<file path="src/rtl/fft_pkg.sv">
// Shared constants and FSM state type for the FFT output serializer.
package fft_pkg;

  localparam int unsigned FFT_N     = 32;
  localparam int unsigned FFT_DW    = 8;
  localparam int unsigned FFT_LOG2N = 5;

  typedef enum logic {
    IDLE,
    STREAM
  } state_t;

endpackage

</file>
<file path="src/rtl/fft_bitrev_idx.sv">
// Combinational bit reversal of an index over `width` bits.
module fft_bitrev_idx #(
  parameter int unsigned width = 5
) (
  input  logic [width-1:0] idx,
  output logic [width-1:0] rev_idx
);

  // Mirror the index bits: MSB of idx becomes LSB of rev_idx.
  always_comb begin
    rev_idx = '0;
    for (int i = 0; i < width; i++) begin
      rev_idx[i] = idx[width-1-i];
    end
  end

endmodule

</file>
<file path="src/rtl/fft_out_serializer.sv">
// Captures a parallel FFT frame and streams it out one complex sample per
// output handshake. Optional macro FFT_OUT_BITREV_EN reads the buffer in
// bit-reversed address order so a bit-reversed FFT result leaves in natural order.
module fft_out_serializer
  import fft_pkg::*;
#(
  parameter int unsigned data_width = FFT_DW,
  parameter int unsigned no_in_out  = FFT_N
) (
  input  logic                              clk,
  input  logic                              rst,
  input  logic                              in_valid,
  output logic                              in_ready,
  input  logic [no_in_out*data_width-1:0]   input_data_real,
  input  logic [no_in_out*data_width-1:0]   input_data_imag,
  output logic                              out_valid,
  input  logic                              out_ready,
  output logic [data_width-1:0]             out_real,
  output logic [data_width-1:0]             out_imag,
  output logic [$clog2(no_in_out)-1:0]      out_index,
  output logic                              out_last,
  output logic                              frame_done
);

  localparam int unsigned   IdxW    = $clog2(no_in_out);
  localparam logic [IdxW-1:0] LastIdx = IdxW'(no_in_out - 1);
`ifdef FFT_OUT_BITREV_EN
  localparam bit BitrevEn = 1'b1;
`else
  localparam bit BitrevEn = 1'b0;
`endif

  state_t            state_q, state_d;
  logic [IdxW-1:0]   count_q, count_d;
  logic              frame_done_q, frame_done_d;
  logic [data_width-1:0] buf_real_q [no_in_out];
  logic [data_width-1:0] buf_imag_q [no_in_out];

  logic            is_last;
  logic            in_hs;
  logic            out_hs;
  logic [IdxW-1:0] rev_count;
  logic [IdxW-1:0] addr;

  fft_bitrev_idx #(
    .width (IdxW)
  ) u_bitrev (
    .idx     (count_q),
    .rev_idx (rev_count)
  );

  // Handshake decode shared by the next-state and output logic.
  always_comb begin
    is_last = (state_q == STREAM) && (count_q == LastIdx);
    // Accept a new frame while idle, or on the last sample's handshake.
    in_ready = (state_q == IDLE) || (is_last && out_ready);
    in_hs    = in_valid && in_ready;
    out_hs   = (state_q == STREAM) && out_ready;
    addr     = BitrevEn ? rev_count : count_q;
  end

  // State, sample counter and frame_done pulse registers.
  always_ff @(posedge clk) begin
    if (rst) begin
      state_q      <= IDLE;
      count_q      <= '0;
      frame_done_q <= 1'b0;
    end else begin
      state_q      <= state_d;
      count_q      <= count_d;
      frame_done_q <= frame_done_d;
    end
  end

  // Frame buffer; not reset since it is only visible while streaming.
  always_ff @(posedge clk) begin
    if (in_hs) begin
      for (int k = 0; k < int'(no_in_out); k++) begin
        buf_real_q[k] <= input_data_real[k*data_width +: data_width];
        buf_imag_q[k] <= input_data_imag[k*data_width +: data_width];
      end
    end
  end

  // Next-state logic: count advances only on output handshakes.
  always_comb begin
    state_d      = state_q;
    count_d      = count_q;
    frame_done_d = 1'b0;
    unique case (state_q)
      IDLE: begin
        if (in_hs) begin
          state_d = STREAM;
          count_d = '0;
        end
      end
      STREAM: begin
        if (out_hs) begin
          if (is_last) begin
            frame_done_d = 1'b1;
            count_d      = '0;
            // in_hs is implied here when in_valid is high.
            state_d      = in_valid ? STREAM : IDLE;
          end else begin
            count_d = count_q + 1'b1;
          end
        end
      end
    endcase
  end

  // Output logic: data and index are forced to zero when not streaming.
  always_comb begin
    out_valid  = (state_q == STREAM);
    out_last   = is_last;
    frame_done = frame_done_q;
    out_index  = out_valid ? count_q : '0;
    out_real   = out_valid ? buf_real_q[addr] : '0;
    out_imag   = out_valid ? buf_imag_q[addr] : '0;
  end

endmodule

</file>
<file path="config.mk">
export PLATFORM = sky130hd
export DESIGN_NAME = fft_out_serializer
export DESIGN_NICKNAME = d
export VERILOG_FILES = /design/src/rtl/fft_pkg.sv /design/src/rtl/fft_bitrev_idx.sv /design/src/rtl/fft_out_serializer.sv
export SDC_FILE = /design/constraint.sdc
export NUM_CORES = 1
export LEC_CHECK = 0
export ABC_AREA = 0
export CAP_MARGIN = 40
export CORE_AREA = 2 2 210 212
export CTS_BUF_LIST = sky130_fd_sc_hd__clkbuf_4 sky130_fd_sc_hd__clkbuf_8
export DETAILED_ROUTE_END_ITERATION = 16
export DIE_AREA = 0 0 212 214
export PLACE_DENSITY = 0.78
export SLEW_MARGIN = 20
export SYNTH_ARGS = -nofsm -noshare
export SYNTH_HDL_FRONTEND = slang
export SYNTH_SLANG_ARGS = --single-unit
</file>
<file path="constraint.sdc">
create_clock -name clk -period 19.6 [get_ports clk]
set_input_delay 3.92 -clock clk [delete_from_list [all_inputs] [get_ports clk]]
set_output_delay 3.92 -clock clk [all_outputs]
set_load 0.03 [all_outputs]
</file>
==> impl_results.md <==
* Status: complete, no violations
* Reg-to-reg slack, setup at 15.80 ns
* Initial core utilization at 0.471
* Final design utilization at 0.655
* Unrepaired setup endpoints after global routing: no
* PD cells at 87.8 nW/um^2
* Min Tclk post-route at 9.42 ns
* H-tree depth at 3
* Vias in the first global route at 12251
* Fmax at 106 MHz
* CP peak stage delay at 0.69 ns
* Synthesized cell area at 20200 sq um
* Top cell type's share of synthesized area at 0.762
* Worst min path class: register to register
* DP HPWL at 41400 microns
* Clock sink count at 524
* Post-synth ARST share at 0
* Max_cap viols at 0
* Distinct cells, synth at 37
* Number of buffers added on ports at 540
* Reg-to-reg endpoint: buf_real_q[29][5]
* WP data arrival at 5.50 ns
* Initial antenna violation count at 15
* Post-Place Worst Slack at 10.19 ns
* Total gr overflow at 0
* CTS tree: done
* Sequential share of the synthesized area at 0.774
* CP top delay family: buffers and inverters
* Met3 GRT Util at 0.0743
* R2R cell count at 11
* Max IR drop VDD at 0.0619 mV
* Tot GR Track Use at 0.246
* Slew HR at 0.301
* Hold Buf Count CTS at 0
* Skew final at 0.0265 ns
* Worst Setup End Kind: output pin
* Worst Hold Path Cells at 1
* Buf/Inv on CP at 3
* First-pass GRT wire length at 78700 microns
* Setup_tns at 0 ns
* Reg clk slew, reported paths at 0.06 ns
* FF-to-FF Start: addr[0]
* Die width at 212 microns
* Largest area contributor in the netlist: edfxtp_1
* CTS Buffer Depth at 3
* Clock latency reported for the late side of the worst-skew pair at 0.65 ns
* TritonRoute pass-1 iters at 5
* P_leak at 9.20 nW
* Number of remaining DRC errors at 0
* Total Power at 2.47 mW
* Avg Vias per Cell at 5.32
* CORE AREA at 42900 sq um
* Post-synth EDFFs at 512
* 1st-iter DRT viols at 1116
* WHS Endpoint: addr[3]
* Met1 Track Usage GR at 0.296
* Critical path fanouts, max at 4
* Hold Path Origin: addr[3]
* Worst slew pin tran at 1.05 ns
* Die area at 45400 sq um
* Syn nets at 1395
* Routed vias at 11410
* Fill count at 2869
* Startpoint Class: input port
* Yosys warning total at 0
* # Post-CTS Setup Buffers at 0
* Syn Inst Count at 877
* Worst Path Required at 15.68 ns
* Antenna-violating nets left at 0
* Global routing's busiest layer: met2
* Syn_area_per_cell at 23.0 sq um
* Num ports at 541
* Num rows at 76
* Final Hold Vio Count at 0
* CTS root buffer: clkbuf_8
* Final period util at 0.480
* Final WS setup at 10.18 ns
* Crit Path Category: input port to output pin
* Synth area leaders: edfxtp_1 (76%), mux4_2 (9.3%), mux4_1 (3.8%)
* WL/cell at 26.1 microns
* Final slew viol count at 0
* Share of layout cells above drive strength 1 at 0.186
* Ordered cell list for the critical path: clkdlybuf4s50_1, nand2_1, and2_1, inv_1, clkdlybuf4s50_1
* Nets at 1994
* Endpoints failing setup at 0
* FF+latch count, synth at 524
* Routability cong. at 0.811
* Slowest stage cell on the critical path: clkdlybuf4s50_1
* Most used cell, CP: clkdlybuf4s50_1
* Synth Flop Type: edfxtp_1
* TritonCTS buffer count at 84
* Total wire length at 56000 microns
* Die Y at 214 microns
* Global routing usage on met2 at 0.412
* Critical path launch point: out_ready
* Area grow syn2layout at 39.2%
* Post-CTS resize count at 0
* Largest net degree at the start of global routing at 182
## area by class of cell
| class | count | area [sq um] | share of cell area |
|---|---|---|---|
| well taps | 585 | 732 | 0.0261 |
| clock inverters | 36 | 280 | 0.00998 |
| clock buffers | 114 | 1390 | 0.0496 |
| diodes | 18 | 45.0 | 0.00160 |
| inverters | 3 | 11.3 | 0.000401 |
| multi-input cells | 300 | 4230 | 0.150 |
| flip-flops and latches | 524 | 15600 | 0.556 |
| repair buffers | 563 | 5780 | 0.206 |
## where the power goes
part,switching [mW],internal (mW)
combinational,0.0795,0.130
sequential,0.0169,1.30
clock,0.421,0.515
## metrics by stage
stage	instance area [sq um]	hold WS, ns	cells
2_1_floorplan	20200	0.465	877
3_3_place_gp	26100	0.535	1963
3_5_place_dp	26300	0.534	1974
4_1_cts	28000	0.548	2124
5_1_grt	28100	0.581	2139
6_report	28100	0.573	2143
## cell usage in the layout (no fill, tap or decap), drive strengths merged, types with 2 or more instances in the layout
cell type,instances
clkdlybuf4s50,540
edfxtp,512
clkbuf,114
mux4,112
mux2i,34
mux2,32
clkinv,24
buf,23
diode,18
a22oi,18
a31oi,16
o221ai,16
o21ai,13
a221oi,12
dfxtp,12
nand2,11
and2,9
nor2,8
clkinvlp,7
o2111ai,4
bufinv,4
inv,4
and3b,2
ha,2
## cell usage after synthesis, drive strengths merged, types with 2 or more instances
library cell  number
o2111ai            4
dfxtp             12
a22oi             18
nor2               8
clkbuf            13
a221oi            12
o221ai            16
and3b              2
mux2              32
inv                3
buf               37
and2               9
ha                 2
a31oi             16
o21ai             13
edfxtp           512
mux2i             34
mux4             112
nand2             11
## cell families (layout without fill, tap and decap cells)
logic type,after synthesis,count (layout),synth area share
AOI/OAI and AO/OA,82,82,0.0330
adders and majority gates,2,2,0.00124
buffers and inverters,53,716,0.0169
DFF,524,524,0.774
muxes,178,178,0.165
other,0,18,0
and+or+nand+nor,38,38,0.00992
## worst max path at each step
stage	cells after the start	end
6_report	5	in_ready
2_1_floorplan	4	buf_imag_q[0][0]
4_1_cts	5	in_ready
5_1_grt	5	in_ready
3_5_place_dp	5	in_ready
3_3_place_gp	5	in_ready
## worst register-to-register path, cell delays in order (launching register included)
cell and delay, ns:
dfxtp_1 0.42, ha_1 0.22, and3_1 0.18, ha_1 0.25, nand2_1 0.08, and2_1 0.16, inv_1 0.12, and2_4 0.46
buf_4 0.48, buf_12 0.31, buf_4 0.43, buf_16 0.33
## flip-flops by register name, summed over array words and instances (netlist names), named ones only
register	cells
frame_done	1
out_valid	1
addr	5
buf_imag_q	256
buf_real_q	256
## layer usage
layer | part of all wire | wire, microns
met5 | 0 | 0
met4 | 0.030 | 1680
met2 | 0.51 | 28300
met3 | 0.098 | 5460
met1 | 0.37 | 20500
(Power assumes the default switching activity.)
